**src/rtl/alu_sequencer_if.sv**
```systemverilog
// alu_sequencer_if
// Bus between the sequencer, the instruction memory and the ALU.
//   InstAddr  [7:0] : program counter presented to instruction memory
//   InstIn    [8:0] : instruction at InstAddr (combinational memory)
//   AluOp     [2:0] : registered ALU opcode
//   AluIn1/2  [7:0] : registered ALU operands
//   AluResult [7:0] : combinational ALU result
// master = sequencer side, slave = memory/ALU side.
interface alu_sequencer_if;
  logic [7:0] InstAddr;
  logic [8:0] InstIn;
  logic [2:0] AluOp;
  logic [7:0] AluIn1;
  logic [7:0] AluIn2;
  logic [7:0] AluResult;

  modport master (
    output InstAddr,
    output AluOp,
    output AluIn1,
    output AluIn2,
    input  InstIn,
    input  AluResult
  );

  modport slave (
    input  InstAddr,
    input  AluOp,
    input  AluIn1,
    input  AluIn2,
    output InstIn,
    output AluResult
  );
endinterface

```
**src/rtl/alu_sequencer.sv**
```systemverilog
// alu_sequencer
// Multi-cycle control unit for the 8-bit ALU. Fetches 9-bit instructions, holds a 4 x 8-bit
// register file, issues ALU opcode/operands, captures the result, then writes back and
// resolves branches. Non-halt instructions take FETCH, DECODE, EXEC, WB; HALT takes
// FETCH, DECODE.
// Ports:
//   Clk     : rising-edge clock
//   Reset   : synchronous active-high reset, highest priority
//   Start   : begin execution (honoured only in IDLE or HALTED)
//   Done    : high while HALTED
//   DbgSel  : register-file read select
//   DbgData : combinational read of r[DbgSel]
//   bus     : instruction memory / ALU bus (master side)
module alu_sequencer #(
  parameter logic [7:0] PC_RESET = 8'h00
) (
  input  logic            Clk,
  input  logic            Reset,
  input  logic            Start,
  output logic            Done,
  input  logic [1:0]      DbgSel,
  output logic [7:0]      DbgData,
  alu_sequencer_if.master bus
);

  localparam logic [2:0] OpXor  = 3'b000;
  localparam logic [2:0] OpBeq  = 3'b001;
  localparam logic [2:0] OpAddi = 3'b010;
  localparam logic [2:0] OpAndi = 3'b011;
  localparam logic [2:0] OpRls  = 3'b100;
  localparam logic [2:0] OpHalt = 3'b111;

  typedef enum logic [2:0] {
    StIdle,
    StFetch,
    StDecode,
    StExec,
    StWb,
    StHalted
  } state_e;

  state_e     state_q;
  logic [7:0] pc_q;
  logic [8:0] ir_q;
  logic [7:0] regs_q [4];
  logic [7:0] res_q;
  logic       taken_q;
  logic [2:0] aluop_q;
  logic [7:0] aluin1_q;
  logic [7:0] aluin2_q;
  logic       done_q;

  // Instruction fields, valid from DECODE onward (IR is loaded at the end of FETCH).
  logic [2:0] op;
  logic [1:0] ra;
  logic [1:0] rb;
  logic [3:0] imm;
  logic [7:0] imm_sext;
  logic [7:0] imm_zext;
  logic [7:0] pc_inc;
  logic [7:0] pc_branch;
  logic       writes_reg;

  assign op        = ir_q[8:6];
  assign ra        = ir_q[5:4];
  assign rb        = ir_q[3:2];
  assign imm       = ir_q[3:0];
  assign imm_sext  = {{4{imm[3]}}, imm};
  assign imm_zext  = {4'b0000, imm};
  assign pc_inc    = pc_q + 8'd1;
  assign pc_branch = pc_inc + imm_sext;  // 8-bit add, wraps naturally

  assign writes_reg = (op == OpXor) || (op == OpAddi) || (op == OpAndi) || (op == OpRls);

  always_ff @(posedge Clk) begin
    if (Reset) begin
      state_q  <= StIdle;
      pc_q     <= PC_RESET;
      ir_q     <= '0;
      res_q    <= '0;
      taken_q  <= 1'b0;
      aluop_q  <= '0;
      aluin1_q <= '0;
      aluin2_q <= '0;
      done_q   <= 1'b0;
      for (int i = 0; i < 4; i++) begin
        regs_q[i] <= '0;
      end
    end else begin
      case (state_q)
        StIdle: begin
          if (Start) begin
            pc_q    <= PC_RESET;
            state_q <= StFetch;
          end
        end
        StFetch: begin
          ir_q    <= bus.InstIn;
          state_q <= StDecode;
        end
        StDecode: begin
          if (op == OpHalt) begin
            done_q  <= 1'b1;
            state_q <= StHalted;
          end else begin
            aluop_q  <= op;
            // beq compares r0 against r[ra]
            aluin1_q <= (op == OpBeq) ? regs_q[0] : regs_q[ra];
            case (op)
              OpXor:          aluin2_q <= regs_q[rb];
              OpBeq:          aluin2_q <= regs_q[ra];
              OpAndi, OpRls:  aluin2_q <= imm_zext;  // ALU uses only [2:0] for rls
              default:        aluin2_q <= imm_sext;  // addi and NOPs
            endcase
            state_q <= StExec;
          end
        end
        StExec: begin
          res_q   <= bus.AluResult;
          taken_q <= (bus.AluResult == 8'h00);
          state_q <= StWb;
        end
        StWb: begin
          if (writes_reg) begin
            regs_q[ra] <= res_q;
          end
          pc_q    <= ((op == OpBeq) && taken_q) ? pc_branch : pc_inc;
          state_q <= StFetch;
        end
        StHalted: begin
          if (Start) begin
            pc_q    <= PC_RESET;
            done_q  <= 1'b0;
            state_q <= StFetch;
          end
        end
        default: state_q <= StIdle;
      endcase
    end
  end

  assign bus.InstAddr = pc_q;
  assign bus.AluOp    = aluop_q;
  assign bus.AluIn1   = aluin1_q;
  assign bus.AluIn2   = aluin2_q;
  assign Done         = done_q;
  assign DbgData      = regs_q[DbgSel];

endmodule

```
**src/flat_wrapper.sv**
```systemverilog
// flat-port wrapper written by rule: the top's interface ports become plain ports
module alu_sequencer_flat 
#(
  parameter logic [7:0] PC_RESET = 8'h00
)
  (Clk, Reset, Start, Done, DbgSel, DbgData, bus_InstAddr, bus_AluOp, bus_AluIn1, bus_AluIn2, bus_InstIn, bus_AluResult);
  alu_sequencer_if bus_i ();
  input  logic Clk;
  input  logic Reset;
  input  logic Start;
  output logic Done;
  input  logic [1:0] DbgSel;
  output logic [7:0] DbgData;
  output wire logic [$bits(bus_i.InstAddr)-1:0] bus_InstAddr;
  output wire logic [$bits(bus_i.AluOp)-1:0] bus_AluOp;
  output wire logic [$bits(bus_i.AluIn1)-1:0] bus_AluIn1;
  output wire logic [$bits(bus_i.AluIn2)-1:0] bus_AluIn2;
  input wire logic [$bits(bus_i.InstIn)-1:0] bus_InstIn;
  input wire logic [$bits(bus_i.AluResult)-1:0] bus_AluResult;
  assign bus_InstAddr = bus_i.InstAddr;
  assign bus_AluOp = bus_i.AluOp;
  assign bus_AluIn1 = bus_i.AluIn1;
  assign bus_AluIn2 = bus_i.AluIn2;
  assign bus_i.InstIn = bus_InstIn;
  assign bus_i.AluResult = bus_AluResult;
  alu_sequencer #(.PC_RESET(PC_RESET)) u_core (.Clk(Clk), .Reset(Reset), .Start(Start), .Done(Done), .DbgSel(DbgSel), .DbgData(DbgData), .bus(bus_i));
endmodule
```
**config.mk**
```make
export PLATFORM = sky130hd
export DESIGN_NAME = alu_sequencer_flat
export DESIGN_NICKNAME = d
export VERILOG_FILES = /design/src/rtl/alu_sequencer_if.sv /design/src/rtl/alu_sequencer.sv /design/src/flat_wrapper.sv
export SDC_FILE = /design/constraint.sdc
export NUM_CORES = 1
export LEC_CHECK = 0
export ABC_CLOCK_PERIOD_IN_PS = 2300
export CORE_UTILIZATION = 45
export DETAILED_ROUTE_END_ITERATION = 12
export GPL_TIMING_DRIVEN = 1
export PLACE_DENSITY = 0.76
export SYNTH_ARGS = -nofsm -noshare
export SYNTH_HDL_FRONTEND = slang
export SYNTH_SLANG_ARGS = --single-unit
```
**constraint.sdc**
```tcl
create_clock -name Clk -period 2.3 [get_ports Clk]
set_input_delay 0.23 -clock Clk [delete_from_list [all_inputs] [get_ports Clk]]
set_output_delay 0.23 -clock Clk [all_outputs]
set_load 0.1 [all_outputs]
```
Word level (Yosys, flattened, before mapping)
Memory sizes are Yosys's and may differ from the RTL's. A register that Yosys moved wholly into a read port is not among the register bits.
Cells that the tools add are included.
- add/sub/neg operators: 2
- equal/unequal tests: 13
- mux-type cells: 24
- bitwise logic cells: 1
- reduce and logical (&&, ||, !) cells: 15
- operators by type and width (kind ; number):
    $mux W8 ; 4
    $pmux W8 S3 ; 1
    $pmux W8 S2 ; 1
    $pmux W3 S5 ; 1
    $eq A3 B2 Y1 const B ; 4
    $eq A3 B3 Y1 const B ; 4
    $mux W2 ; 5
    $mux W1 ; 9
    $add A8 B1 Y8 const B ; 1
    $add A8 B8 Y8 ; 1
    $logic_not A8 Y1 ; 1
    $reduce_or A8 Y1 ; 1
    $eq A3 B1 Y1 const B ; 2
    $logic_not A3 Y1 ; 2
    $mux W3 ; 2
    $ne A2 B1 Y1 const B ; 2
    $reduce_and A2 Y1 ; 2
    $reduce_bool A2 Y1 ; 2
    $reduce_or A2 Y1 ; 2
    $logic_or A1 B1 Y1 ; 3
    $reduce_and A3 Y1 ; 1
    $ne A2 B2 Y1 const B ; 1
    $pmux W1 S2 ; 1
    $logic_and A1 B1 Y1 ; 1
    $not A1 Y1 ; 1
- flip-flop bits (word level): 49
- RAM bits: 32
- memories: 1
- memories (name ; words ; width ; read ports ; clocked after memory_dff ; wr ports ; line ; source):
    u_core.regs_q ; 4 ; 8 ; 4 ; 2 ; 4 ; alu_sequencer.sv:45 ; logic [7:0] regs_q [4];

Depth between registers and ports, before layout
- depth after elaboration: 10
- gate-level depth with buffers: 10
- gate-level depth less buffers: 10

Worst setup path before layout
No wires, ideal clock.
- path type: flip-flop to flip-flop
- from: register u_core.pc_q[0], in the netlist u_core.bus.InstAddr[0]
- to: register u_core.pc_q[6], in the netlist u_core.bus.InstAddr[6]
- setup time: 0.123 ns
- arrival time: 2.890 ns
- data required time: 2.177 ns
- slack: -0.713 ns
- cell stages (with the launch flop): 10
- cells stage by stage: dfxtp_1 -> ha_1 -> xor2_1 -> ha_1 -> nor2b_1 -> o31a_1 -> o21a_1 -> or3_1 -> a21oi_1 -> o31ai_1
- longest elaborated chain between the ends: 4
- RTL lines (what ; line ; source):
    start, declared ; alu_sequencer.sv:43 ; logic [7:0] pc_q;
    start signal, assigned ; alu_sequencer.sv:127 ; pc_q <= ((op == OpBeq) && taken_q) ? pc_branch : pc_inc;
    $add A8 B1 Y8 (*) ; alu_sequencer.sv:70 ; assign pc_inc = pc_q + 8'd1;
    $add A8 B8 Y8 ; alu_sequencer.sv:71 ; assign pc_branch = pc_inc + imm_sext;
    $mux W8 (*) ; alu_sequencer.sv:127 ;
    $pmux W8 S2 (*) ; alu_sequencer.sv:90 ; case (state_q)
Mark *: on every way between the ends. The rest lies on a longest branch, timed or not.
A chain may end at the register's enable or synchronous reset.

Worst setup path after layout
- from: register u_core.pc_q[1], in the netlist u_core.bus.InstAddr[1]
- to: register u_core.pc_q[6], in the netlist u_core.bus.InstAddr[6]
Same word-level chain as after synthesis.

==> metrics <==
Initial Utilization=between 40% and 50%; Setup violations, final=0; core area=0.00973 mm^2; Switch Pwr=around 1.2 mW; Synth warnings=0; post-synth top area share=23.6%; drt first pass iters=5; pin count of the biggest net entering global routing=40; routability congestion estimate=0.871; outcome=completed; Reg-to-Reg Start=u_core.bus.InstAddr[1]; design area=approximately 0.0055 mm^2; pre-CTS WS=0.00534 ns; Die X=approximately 100 um; vias per cell=5.54; Rows=36; TritonCTS clock tree=done; Post-Synth Adder-Cell Area=about 2.9%; worst hold path depth=2; maximum root-to-sink buffer count=2; Pwr Density=around 640 mW/mm^2; crit share post-route=94.7%; P&R area growth vs syn=21.7%; fin util=56.1%; final worst clock skew=0.00982 ns; Synth Register Bits=85; first-pass GRT wire length=16.4 mm; post-synthesis compound-gate area fraction=9.82%; setup ws final=0.123 ns; HP Class=in2reg; Max Cap Viol=0; n_diodes=0; Congestion Overflow GR=0; reg2reg end=u_core.bus.InstAddr[6]; Mapped Cells=~420; post-layout minimum cycle time=approximately 2.2 ns; flop-to-flop setup slack=approximately 0.12 ns; Sw Ratio=33.7%; largest family of logic cells by synthesized area=simple AND/OR/NAND/NOR gates; register area=roughly 0.0020 mm^2; Setup crit start kind=flop; WP data arrival=around 2.4 ns; IO Count=58; drt total wl=10.1 mm; Synth Area in XOR/XNOR=2.15%; nets@finish=between 500 and 600; DP Area=0.00524 mm^2; clock sink total=between 80 and 90; mux contribution to synthesized area=18.0%; initial drt markers=~120; residual DRC count=0; Via Count=around 3400; fraction of registers with async set/reset=0%; fill cell count=864; VDD IR max=279 uV; WS Path Type=reg2reg; Clk network pwr share=27.5%; sequential share of the synthesized area=45.1%; Internal Power=2.31 mW; Comb pwr share=23.8%; RSZ-0062 raised after global routing=false; Mapped Avg Cell Area=around 11 um^2; ys flop type=dfxtp_1; LEAKAGE=1.95 nW; wire per inst=16.6 um; Mapped Nets=between 400 and 500; required time of the critical path=2.54 ns; Hold Vio Cnt, Final=0; GRT Util Overall=20.9%; Synth area leader=dfxtp_1; EDFF count, synth=32; synth top area cells=dfxtp_1, edfxtp_1, mux4_2; Multi-input gate area=0.00238 mm^2; Synth cell types=50; fraction of layout cells with a size suffix above 1=approximately 26%; sequential power share=48.7%; max-slew violation count=0; HPWL reported at the end of detailed placement=roughly 7.8 mm; Setup crit end=u_core.bus.InstAddr[6]; die area=0.0104 mm^2; # hold bufs at CTS=0; Critical Path Source=u_core.bus.InstAddr[1]; initial antenna violation count=0; root buf cell=clkbuf_8; Die Ht=102 um; synthesized area=around 0.0045 mm^2; worst r2r path cells=9; worst-path fanout max=6; Post-Synth Simple-Gate Area=a little under a fifth; Peak Freq=between 400 and 500 MHz; CTS HTree Levels=3; clock latency on the worst-skew pair=0.36 ns; IO buf count=57; Slew Limit Headroom=62.0%; nature of the critical path endpoint=flop; Num CTS Buffers=9; number of nets with antenna violations after routing=0; Clock Pin Slew Worst Setup and Hold Paths=0.09 ns; pin slew with the least headroom to its limit=0.569 ns; vias in the first global route=between 3000 and 4000
-- metrics by stage --
step,hold slack [ns],power [mW],cells,TNS (ns)
floorplan,0.369,2.33,417,-0.0553
CTS,0.261,3.50,610,0
global route,0.283,3.62,611,0
global placement,0.448,2.54,594,0
detailed placement,0.450,2.56,594,0
finish,0.276,3.49,611,0
-- routing by layer --
metal	up-vias	global-route usage (%)	wire (um)
met5	-	0	0
met4	0	8.57	156
met3	13	3.56	631
met2	117	33.2	4830
met1	1612	28.5	4510
li1	1643	-	-
-- power by group through the flow --
stage,logic (mW),clock network [mW],registers (mW)
final,0.830,0.958,1.70
after global placement,0.813,0,1.73
after detailed placement,0.823,0,1.73
after CTS,0.826,0.974,1.70
after global routing,0.876,1.03,1.71
after floorplan,0.420,0,1.91
-- logic make-up (layout without fill, tap and decap cells) --
| family | after synthesis | in the layout |
|---|---|---|
| and+or+nand+nor | 157 | 157 |
| DFF | 85 | 85 |
| xor gates and xnor gates | 11 | 11 |
| AOI/OAI and AO/OA | 72 | 72 |
| muxes | 50 | 50 |
| adders and majority gates | 10 | 10 |
| buffers and inverters | 32 | 93 |
-- worst max-delay path: stages, from the launching register on --
cell and delay, ns:
dfxtp_4 0.39, ha_4 0.18, xor2_4 0.19, ha_4 0.24, nor2b_4 0.13, o31a_1 0.25
o21a_1 0.18, or3_1 0.30, a21oi_1 0.13, o31ai_1 0.08
-- repair_timing --
item,in CTS,in global routing
hold endpoints to repair,0,0
endpoints found under the setup margin,1,2
buffers inserted,0,1
pin swaps,0,1
gates resized for setup,1,6
-- how the worst min path moves through the flow --
stage | endpoint | start | slack, ns
after floorplan | u_core.ir_q[1] | bus_InstIn[1] | 0.37
after global placement | u_core.bus.AluIn2[1] | u_core.bus.AluIn2[1] | 0.45
after detailed placement | u_core.bus.AluIn2[1] | u_core.bus.AluIn2[1] | 0.45
after CTS | u_core.res_q[1] | Reset | 0.26
after global routing | u_core.res_q[4] | Reset | 0.28
final | u_core.res_q[2] | Reset | 0.28
-- synth_stat cells (4+ instances only) --
cell,count
buf_2,8
nand3_1,13
dfxtp_1,53
nor2_1,40
inv_1,4
buf_4,5
o211ai_1,6
nand2_1,31
edfxtp_1,32
mux2_2,4
clkbuf_1,9
o21ai_0,9
a211oi_1,12
nor3_1,14
mux4_2,24
ha_1,8
and2_1,34
a21oi_1,30
xnor2_1,8
mux2i_1,22
-- sequential cells by signal, summed over array words and instances, names as in the netlist, named ones only --
signal / count
u_core.Done: 1
u_core.bus.AluIn1: 8
u_core.bus.AluOp: 3
u_core.state_q: 3
u_core.taken_q: 1
u_core.regs_q: 32
u_core.ir_q: 9
u_core.bus.AluIn2: 8
u_core.bus.InstAddr: 8
u_core.res_q: 8
-- cell type report --
type,count,share of cell area [%]
clock buffers,10,2.34
clock inverters,6,0.825
inverters,6,0.412
multi-input cells,300,43.6
flip-flops and latches,85,37.3
well taps,133,3.05
repair buffers,71,12.5
-- cells in the final DEF, fill, tap and decap left out, types with 4 or more instances in the layout --
| cell type | instances |
|---|---|
| nor2_1 | 40 |
| dfxtp_1 | 47 |
| inv_1 | 4 |
| mux2i_1 | 22 |
| o211ai_1 | 6 |
| mux4_2 | 24 |
| nor3_1 | 13 |
| xnor2_1 | 7 |
| o21ai_0 | 8 |
| o21ai_1 | 4 |
| nand2_1 | 31 |
| clkdlybuf4s50_1 | 20 |
| mux2_2 | 4 |
| ha_1 | 6 |
| a21oi_1 | 30 |
| buf_4 | 42 |
| buf_12 | 8 |
| a211oi_1 | 11 |
| dfxtp_4 | 4 |
| clkbuf_8 | 9 |
| nand3_1 | 13 |
| and2_1 | 33 |
| edfxtp_1 | 32 |
Note: power is estimated with default switching activity, not from simulation.
